**src/rtl/sha2_digest_streamer.sv**
```systemverilog
// Serialises sha2_top digest results into a byte stream.
// Framing is an optional ID/length header, then the digest MSB first.
module sha2_digest_streamer #(
  parameter bit HDR_EN     = 1'b1,
  parameter int DROP_CNT_W = 8
) (
  input  logic                  clk,
  input  logic                  rst,
  input  logic                  mode,
  input  logic                  ovalid,
  input  logic [31:0]           oid,
  input  logic [60:0]           olen,
  input  logic [511:0]          osha,
  output logic                  m_tvalid,
  input  logic                  m_tready,
  output logic [7:0]            m_tdata,
  output logic                  m_tlast,
  output logic [31:0]           m_tid,
  output logic                  busy,
  output logic [DROP_CNT_W-1:0] drop_cnt
);

  typedef struct packed {
    logic         mode;
    logic [31:0]  id;
    logic [63:0]  len;
    logic [511:0] sha;
  } slot_t;

  typedef enum logic [1:0] {
    S_IDLE,
    S_ID,
    S_LEN,
    S_DIG
  } state_t;

  localparam state_t FIRST = HDR_EN ? S_ID : S_DIG;

  state_t     state;
  state_t     nstate;
  state_t     ls;
  logic [6:0] cnt;
  logic [6:0] ncnt;
  logic [6:0] lc;
  slot_t      act;
  slot_t      pnd;
  slot_t      nslot;
  slot_t      lslot;
  slot_t      in_slot;
  logic       act_vld;
  logic       pnd_vld;
  logic       promote;
  logic       hs;
  logic [7:0] ob_d;
  logic       ob_l;
  logic [31:0] ob_t;

  function automatic logic [6:0] seg_last(state_t s, logic md);
    unique case (s)
      S_ID:    seg_last = 7'd3;
      S_LEN:   seg_last = 7'd7;
      S_DIG:   seg_last = md ? 7'd63 : 7'd31;
      default: seg_last = 7'd0;
    endcase
  endfunction

  function automatic logic [7:0] byte_of(
    state_t s, logic [6:0] c, slot_t sl
  );
    logic [1:0] bi;
    logic [2:0] bl;
    logic [5:0] bd;
    bi = 2'(7'd3 - c);
    bl = 3'(7'd7 - c);
    bd = 6'((sl.mode ? 7'd63 : 7'd31) - c);
    unique case (s)
      S_ID:    byte_of = sl.id[{bi, 3'b000} +: 8];
      S_LEN:   byte_of = sl.len[{bl, 3'b000} +: 8];
      S_DIG:   byte_of = sl.sha[{bd, 3'b000} +: 8];
      default: byte_of = 8'h00;
    endcase
  endfunction

  assign hs      = m_tvalid & m_tready;
  assign busy    = act_vld | pnd_vld;
  assign in_slot = {mode, oid, {3'b000, olen}, osha};

  // Where the byte counter goes after a handshake on the current byte.
  always_comb begin
    nstate  = state;
    ncnt    = cnt + 7'd1;
    nslot   = act;
    promote = 1'b0;
    if (cnt == seg_last(state, act.mode)) begin
      ncnt = '0;
      unique case (state)
        S_ID:  nstate = S_LEN;
        S_LEN: nstate = S_DIG;
        S_DIG: begin
          if (pnd_vld) begin
            promote = 1'b1;
            nstate  = FIRST;
            nslot   = pnd;
          end else begin
            nstate = S_IDLE;
          end
        end
        default: nstate = S_IDLE;
      endcase
    end
  end

  always_comb begin
    ls    = hs ? nstate : state;
    lc    = hs ? ncnt : cnt;
    lslot = hs ? nslot : act;
    ob_d  = byte_of(ls, lc, lslot);
    ob_l  = (ls == S_DIG) && (lc == seg_last(ls, lslot.mode));
    ob_t  = ((ls == FIRST) && (lc == 7'd0)) ? lslot.id : 32'd0;
  end

  always_ff @(posedge clk) begin
    if (rst) begin
      state    <= S_IDLE;
      cnt      <= '0;
      act      <= '0;
      pnd      <= '0;
      act_vld  <= 1'b0;
      pnd_vld  <= 1'b0;
      m_tvalid <= 1'b0;
      m_tdata  <= '0;
      m_tlast  <= 1'b0;
      m_tid    <= '0;
      drop_cnt <= '0;
    end else begin
      if (hs) begin
        state <= nstate;
        cnt   <= ncnt;
      end else if (state == S_IDLE && act_vld) begin
        state <= FIRST;
        cnt   <= '0;
      end

      if ((hs && nstate != S_IDLE) ||
          (!m_tvalid && state != S_IDLE)) begin
        m_tvalid <= 1'b1;
        m_tdata  <= ob_d;
        m_tlast  <= ob_l;
        m_tid    <= ob_t;
      end else if (hs) begin
        m_tvalid <= 1'b0;
        m_tdata  <= '0;
        m_tlast  <= 1'b0;
        m_tid    <= '0;
      end

      if (hs && nstate == S_IDLE) act_vld <= 1'b0;

      if (hs && promote) begin
        act     <= pnd;
        pnd_vld <= 1'b0;
      end else if (!act_vld && pnd_vld) begin
        act     <= pnd;
        act_vld <= 1'b1;
        pnd_vld <= 1'b0;
      end

      // Occupancy checks use the slot flags from before this edge.
      if (ovalid) begin
        if (!act_vld && !pnd_vld) begin
          act     <= in_slot;
          act_vld <= 1'b1;
        end else if (!pnd_vld || !act_vld) begin
          pnd     <= in_slot;
          pnd_vld <= 1'b1;
        end else if (drop_cnt != '1) begin
          drop_cnt <= drop_cnt + 1'b1;
        end
      end
    end
  end

endmodule

```
**config.mk**
```make
export PLATFORM = sky130hd
export DESIGN_NAME = sha2_digest_streamer
export DESIGN_NICKNAME = d
export VERILOG_FILES = /design/src/rtl/sha2_digest_streamer.sv
export SDC_FILE = /design/constraint.sdc
export NUM_CORES = 2
export LEC_CHECK = 0
export CORE_MARGIN = 2
export CORE_UTILIZATION = 47
export DETAILED_ROUTE_END_ITERATION = 7
export PLACE_DENSITY = 0.71
export RECOVER_POWER = 100
export SETUP_SLACK_MARGIN = 0.3
export SLEW_MARGIN = 10
export SYNTH_ARGS = -nofsm -noshare
export SYNTH_HDL_FRONTEND = slang
export SYNTH_SLANG_ARGS = --single-unit
```
**constraint.sdc**
```tcl
create_clock -name clk -period 3.3 [get_ports clk]
set_input_delay 0.33 -clock clk [delete_from_list [all_inputs] [get_ports clk]]
set_output_delay 0.33 -clock clk [all_outputs]
set_load 0.005 [all_outputs]
```
== Word level (Yosys, flattened, before mapping) ==
Index checks and enable logic that the tools add are counted.

* Register bits after elaboration: 1276
* Input bits: 610
* Output and inout bits: 51
* Logic and storage cells: 105

* Shift-type cells: 3
* Bitwise logic cells: 4
* Multiplexer cells: 44
* Equality and inequality tests: 9
* Reduce and logical (&&, ||, !) cells: 23
* Add/sub/neg operators: 5

{| class="wikitable"
|+ Operators with widths
! operator !! count
|-
| two-way mux 609 bit || 8
|-
| indexed part select 512 x 10 -> 8 bit || 1
|-
| two-way mux 32 bit || 3
|-
| indexed part select 64 x 7 -> 8 bit || 1
|-
| case mux 6 bit (3 select lines) || 2
|-
| indexed part select 32 x 6 -> 8 bit || 1
|-
| two-way mux 7 bit || 4
|-
| case mux 8 bit (3 select lines) || 1
|-
| two-way mux 1 bit || 17
|-
| two-way mux 8 bit || 2
|-
| two-way mux 6 bit || 2
|-
| logical AND 1 bit || 9
|-
| adder 8 x 1 -> 8 bit (second input constant) || 1
|-
| == test 2 bit (second input constant) || 4
|-
| two-way mux 2 bit || 4
|-
| inequality test 8 bit (second input constant) || 1
|-
| nonzero test 2 bit || 4
|-
| adder 7 x 1 -> 7 bit (second input constant) || 1
|-
| == test 7 x 6 -> 1 bit || 1
|-
| == test 7 bit || 1
|-
| logical NOT 7 bit || 1
|-
| case mux 2 bit (3 select lines) || 1
|-
| subtractor 6 bit || 1
|-
| == test 2 x 1 -> 1 bit (second input constant) || 2
|-
| 10 further kinds || 15
|}

== Logic depth before layout (Yosys ltp) ==
* Depth after elaboration: 11
* Mapped depth: 17
* Mapped depth without buffers: 11

== Worst setup path before layout ==
No wires, ideal clock.

* Path type: flip-flop to flip-flop
* Start point: register state[0]
* End point: register m_tdata[2]
* Path buffers: 4
* Period minus slack after synthesis: 3183 ps
* Setup slack: 117 ps
* Required time: 3174 ps
* Cell stages (with the launch flop): 15
* Arrival time: 3057 ps
* Setup time: 126 ps
* Cell sequence: dfxtp_1 > inv_1 > ha_1 > nor3b_1 > o211a_1 > clkbuf_1 > a21oi_1 > buf_2 > buf_2 > buf_1 > a31oi_1 > a221oi_1 > o211ai_1 > nand3_1 > o211ai_1

* Cells in the longest elaborated chain, start to end: 10
* Elaborated cells between the ends (all ways): 31
* Those cells by class: 3 x add/sub; 7 x eq/ne; 3 x shift; 12 x mux; 6 x reduce/logical

{| class="wikitable"
|+ RTL lines
! item !! RTL line !! RTL
|-
| start, declared || 39 || <nowiki>state_t state;</nowiki>
|-
| start signal, assigned || 137 || <nowiki>state <= nstate;</nowiki>
|-
| == test 2 bit / == test 2 x 1 -> 1 bit (equally long branches) || 59, 96 ||
|-
| case mux 6 bit (3 select lines) || 59 || <nowiki>unique case (s)</nowiki>
|-
| == test 7 bit || 94 || <nowiki>if (cnt == seg_last(state, act.mode)) begin</nowiki>
|-
| two-way mux 609 bit || 94 ||
|-
| two-way mux 609 bit || 116 || <nowiki>lslot = hs ? nslot : act;</nowiki>
|-
| two-way mux 6 bit || 75 || <nowiki>bd = 6'((sl.mode ? 7'd63 : 7'd31) - c);</nowiki>
|-
| subtractor 6 bit || 75 ||
|-
| indexed part select 512 x 10 -> 8 bit || 79 || <nowiki>S_DIG: byte_of = sl.sha[{bd, 3'b000} +: 8];</nowiki>
|-
| case mux 8 bit (3 select lines) || 76 || <nowiki>unique case (s)</nowiki>
|-
| two-way mux 8 bit || 144 || <nowiki>if ((hs && nstate != S_IDLE) ||</nowiki>
|-
| end signal, assigned || 131 || <nowiki>m_tdata <= '0;</nowiki>
|-
| end signal, assigned || 147 || <nowiki>m_tdata <= ob_d;</nowiki>
|-
| end signal, assigned || 152 || <nowiki>m_tdata <= '0;</nowiki>
|-
| end, declared || 16 || <nowiki>output logic [7:0] m_tdata,</nowiki>
|}

Several ways; a longest one is shown, not always the timed one.
A chain may end at the register's enable or synchronous reset.

== Worst setup path after layout ==
* Start point: register state[0]
* End point: register m_tdata[4]

The elaborated chain is that of the path after synthesis.

==> summary.txt <==
Outcome: finished, violations left
Failing checks: setup timing
DRC violation count after routing: 0
FF+latch count, synth: 1276
Area Overhead vs Synth: 30.46%
Gate Count Post-Synth: 7730
Synth unique cells: 88
Gr ovfl total: 0
DR vias: 61512
Clock power share: 39.4%
Most common cell in the netlist: nand2_1
GP Congestion: 0.9806
TritonCTS clock tree: done
Final setup fails: 12
Port Buffers: 660
Root Driver: clkbuf_16
FILL cells: 10577
Vias in the first global route: 56655
Layout cells sized above 1: 10.98%
Yosys warnings: 0
Crit path time final: 3.389 ns
Starting Density: 47.41%
Max Cap Viol: 0
Sequential area share after synthesis: 44.85%
Register area: 0.02555 sq mm
Die height: 352.1 microns
Post-Syn Area: 0.05695 sq mm
Post-synth EDFFs: 0
Worst Path Max Fanout: 11
Die area: 0.1240 sq mm
Multi-input logic area: 0.02934 sq mm
Final Power: 0.04095 W
Vias/cell: 6.090
Pin count of the biggest net entering global routing: 193
Top cells by area, synth: dfxtp_1 (45%), nand2_1 (19%), a311oi_1 (9.4%)
Hold Fails Final Rpt: 0
Req. time, crit path: 3.94 ns
Combinational share of power: 17.1%
Sw power: 0.01191 W
Total track usage: 36.58%
WS Path Type: register to register
Clk buf depth: 3
Clk slew on worst S/H paths: 0.06 ns
Clk_lat worst skew: 0.78 ns
CP Data Arrival Time: 4.03 ns
Setup ws final: -0.08858 ns
Detailed Routing Iterations Pass 1: 7
Top achievable clock speed: 0.2951 GHz
VDD IR max: 0.0005431 V
I/O pin count: 661
Routed len/inst: 23.62 microns
Switching Share: 29.08%
Total wire length: 238500 microns
Slew margin rel.: 14.00%
Final Cell Area: 0.07430 sq mm
Slew Limit Fails: 0
Cell taking the most area after synthesis: dfxtp_1
Hold Path Class: input port to register
Avg Inst Size Synth: 7.367 sq um
Asr flop ratio synth: 0%
Skew final: 0.02960 ns
Total nets after synthesis: 8345
Die W: 352.1 microns
Worst slew pin tran: 1.290 ns
Yosys top cell area share: 44.85%
PD cells: 551.2 mW/mm^2
Worst Setup End Kind: register
RSZ-0062 raised after global routing: true
Post-synth top flop: dfxtp_1
Critical Path Start Type: register
Dpl hpwl: 163600 microns
Final nets: 8974
Row cnt: 127
Ratio of final minimum period to clock period: 102.7%
Worst R2R Setup Slack: -0.09 ns
Total clock sinks: 1276
Cell internal pwr: 0.02905 W
Post-synth top cells: nand2_1 (2867), dfxtp_1 (1276), a21oi_1 (772), nor2_1 (712), a311oi_1 (609)
Initial DRC count: 7989
Global-route wire length before repair: 353800 microns
Inserted Clock Buffers: 140
Initial antenna violation count: 34
Post-DRT Antenna Nets: 0
Sequential Power Share: 43.6%
CTS H-tree lvls: 4
Core area: 0.1201 sq mm
LEAKAGE: 26.71 nW
Post-DP Area: 0.06815 sq mm
-- per-layer routing --
layer | vias up | share of wire [%] | global-route usage [%]
met2 | 3677 | 44 | 55.96
met5 | - | 0.052 | 0
met4 | 16 | 6.9 | 22.55
li1 | 27941 | - | -
met3 | 696 | 10 | 7.317
met1 | 29182 | 38 | 47.44
-- logic make-up (layout without fill, tap and decap cells) --
logic type	after synthesis	count (layout)	share of synthesized area (%)
mux	103	103	1.850
other cells	0	27	0
fa+ha+maj	5	5	0.1099
buf+inv	727	1459	5.255
flops	1276	1276	44.85
xor+xnor	10	10	0.1538
simple gates	3812	3812	26.07
compound gates	1797	1797	21.70
-- worst max-delay path: stages, from the launching register on --
cell and delay (ns):
dfxtp_2 0.35, inv_2 0.08, ha_4 0.15, and3b_2 0.23, o211a_1 0.26, buf_12 0.16
a21oi_4 0.23, buf_12 0.21, buf_16 0.17, buf_12 0.17, mux2i_4 0.24, mux2i_1 0.11
mux2i_1 0.27, a211oi_2 0.18, o31ai_2 0.30, o211ai_1 0.13
-- power groups by stage --
stage / clock (W) / sequential, W / combinational [W]
after floorplan: 0 / 0.0177 / 0.00378
after global placement: 0 / 0.0181 / 0.00657
after detailed placement: 0 / 0.0181 / 0.00667
after CTS: 0.0162 / 0.0178 / 0.00689
after global routing: 0.0168 / 0.0179 / 0.00750
final: 0.0161 / 0.0178 / 0.00699
-- state kept, by name, indices dropped and copies added (netlist names) --
signal    flops
act         609
m_tvalid      1
m_tlast       1
cnt           7
pnd         606
m_tid        32
act_vld       1
drop_cnt      8
pnd_vld       1
state         2
m_tdata       8
-- through the flow --
stage               hold WS [ns]  std cells  utilization (%)  setup TNS [ns]  setup slack (ns)
finish                   0.08827      10101            61.85         -0.4006          -0.08858
CTS                      0.06898      10063            61.73         -0.1675          -0.04577
global placement          0.4414       9779            56.73          -10.35           -0.6455
floorplan                 0.4296       7730                -               0            0.2831
detailed placement        0.4465       9779            56.73          -10.64           -0.6987
global route             0.08729      10096            61.84          -11.39           -0.1932
-- layout make-up --
class,count,share of cell area (%)
Multi-Input combinational cell,5727,39.49
Sequential cell,1276,34.38
Timing Repair Buffer,1198,16.98
Clock buffer,209,5.583
Tap cell,1612,2.715
Clock inverter,36,0.6804
Antenna cell,27,0.09094
Inverter,16,0.08083
-- repair_timing --
item | in CTS | in global routing
gates resized for setup | 147 | 44
hold buffers | 0 | 0
setup buffers | 27 | 8
hold endpoints to repair | 0 | 0
pin swaps | 46 | 19
cloned | 12 | 3
setup endpoints to repair | 628 | 636
-- layout by cell type (no fill, tap or decap), types with 51 or more instances in the layout --
| cell type | synthesis | routed |
|---|---|---|
| nor2_1 | 712 | 707 |
| mux2i_1 | 85 | 70 |
| clkbuf_16 | 0 | 147 |
| nand2_1 | 2867 | 2857 |
| clkdlybuf4s50_1 | 0 | 608 |
| dlygate4sd3_1 | 0 | 51 |
| buf_12 | 0 | 111 |
| dfxtp_1 | 1276 | 1274 |
| a21oi_1 | 772 | 756 |
| a311oi_1 | 609 | 598 |
| nand3_1 | 66 | 63 |
| o21ai_0 | 56 | 51 |
| buf_4 | 13 | 348 |
-- worst paths after layout --
check	from	end	depth (start not counted)
max	state[0]$_SDFFE_PP0P_	m_tdata[4]$_SDFFE_PP0P_	15
min	rst	pnd[544]$_SDFFE_PP0P_	2
max reg2reg	state[0]$_SDFFE_PP0P_	m_tdata[4]$_SDFFE_PP0P_	15
min reg2reg	pnd[287]$_SDFFE_PP0P_	pnd[287]$_SDFFE_PP0P_	2
Power figures use the tool's default switching activity.
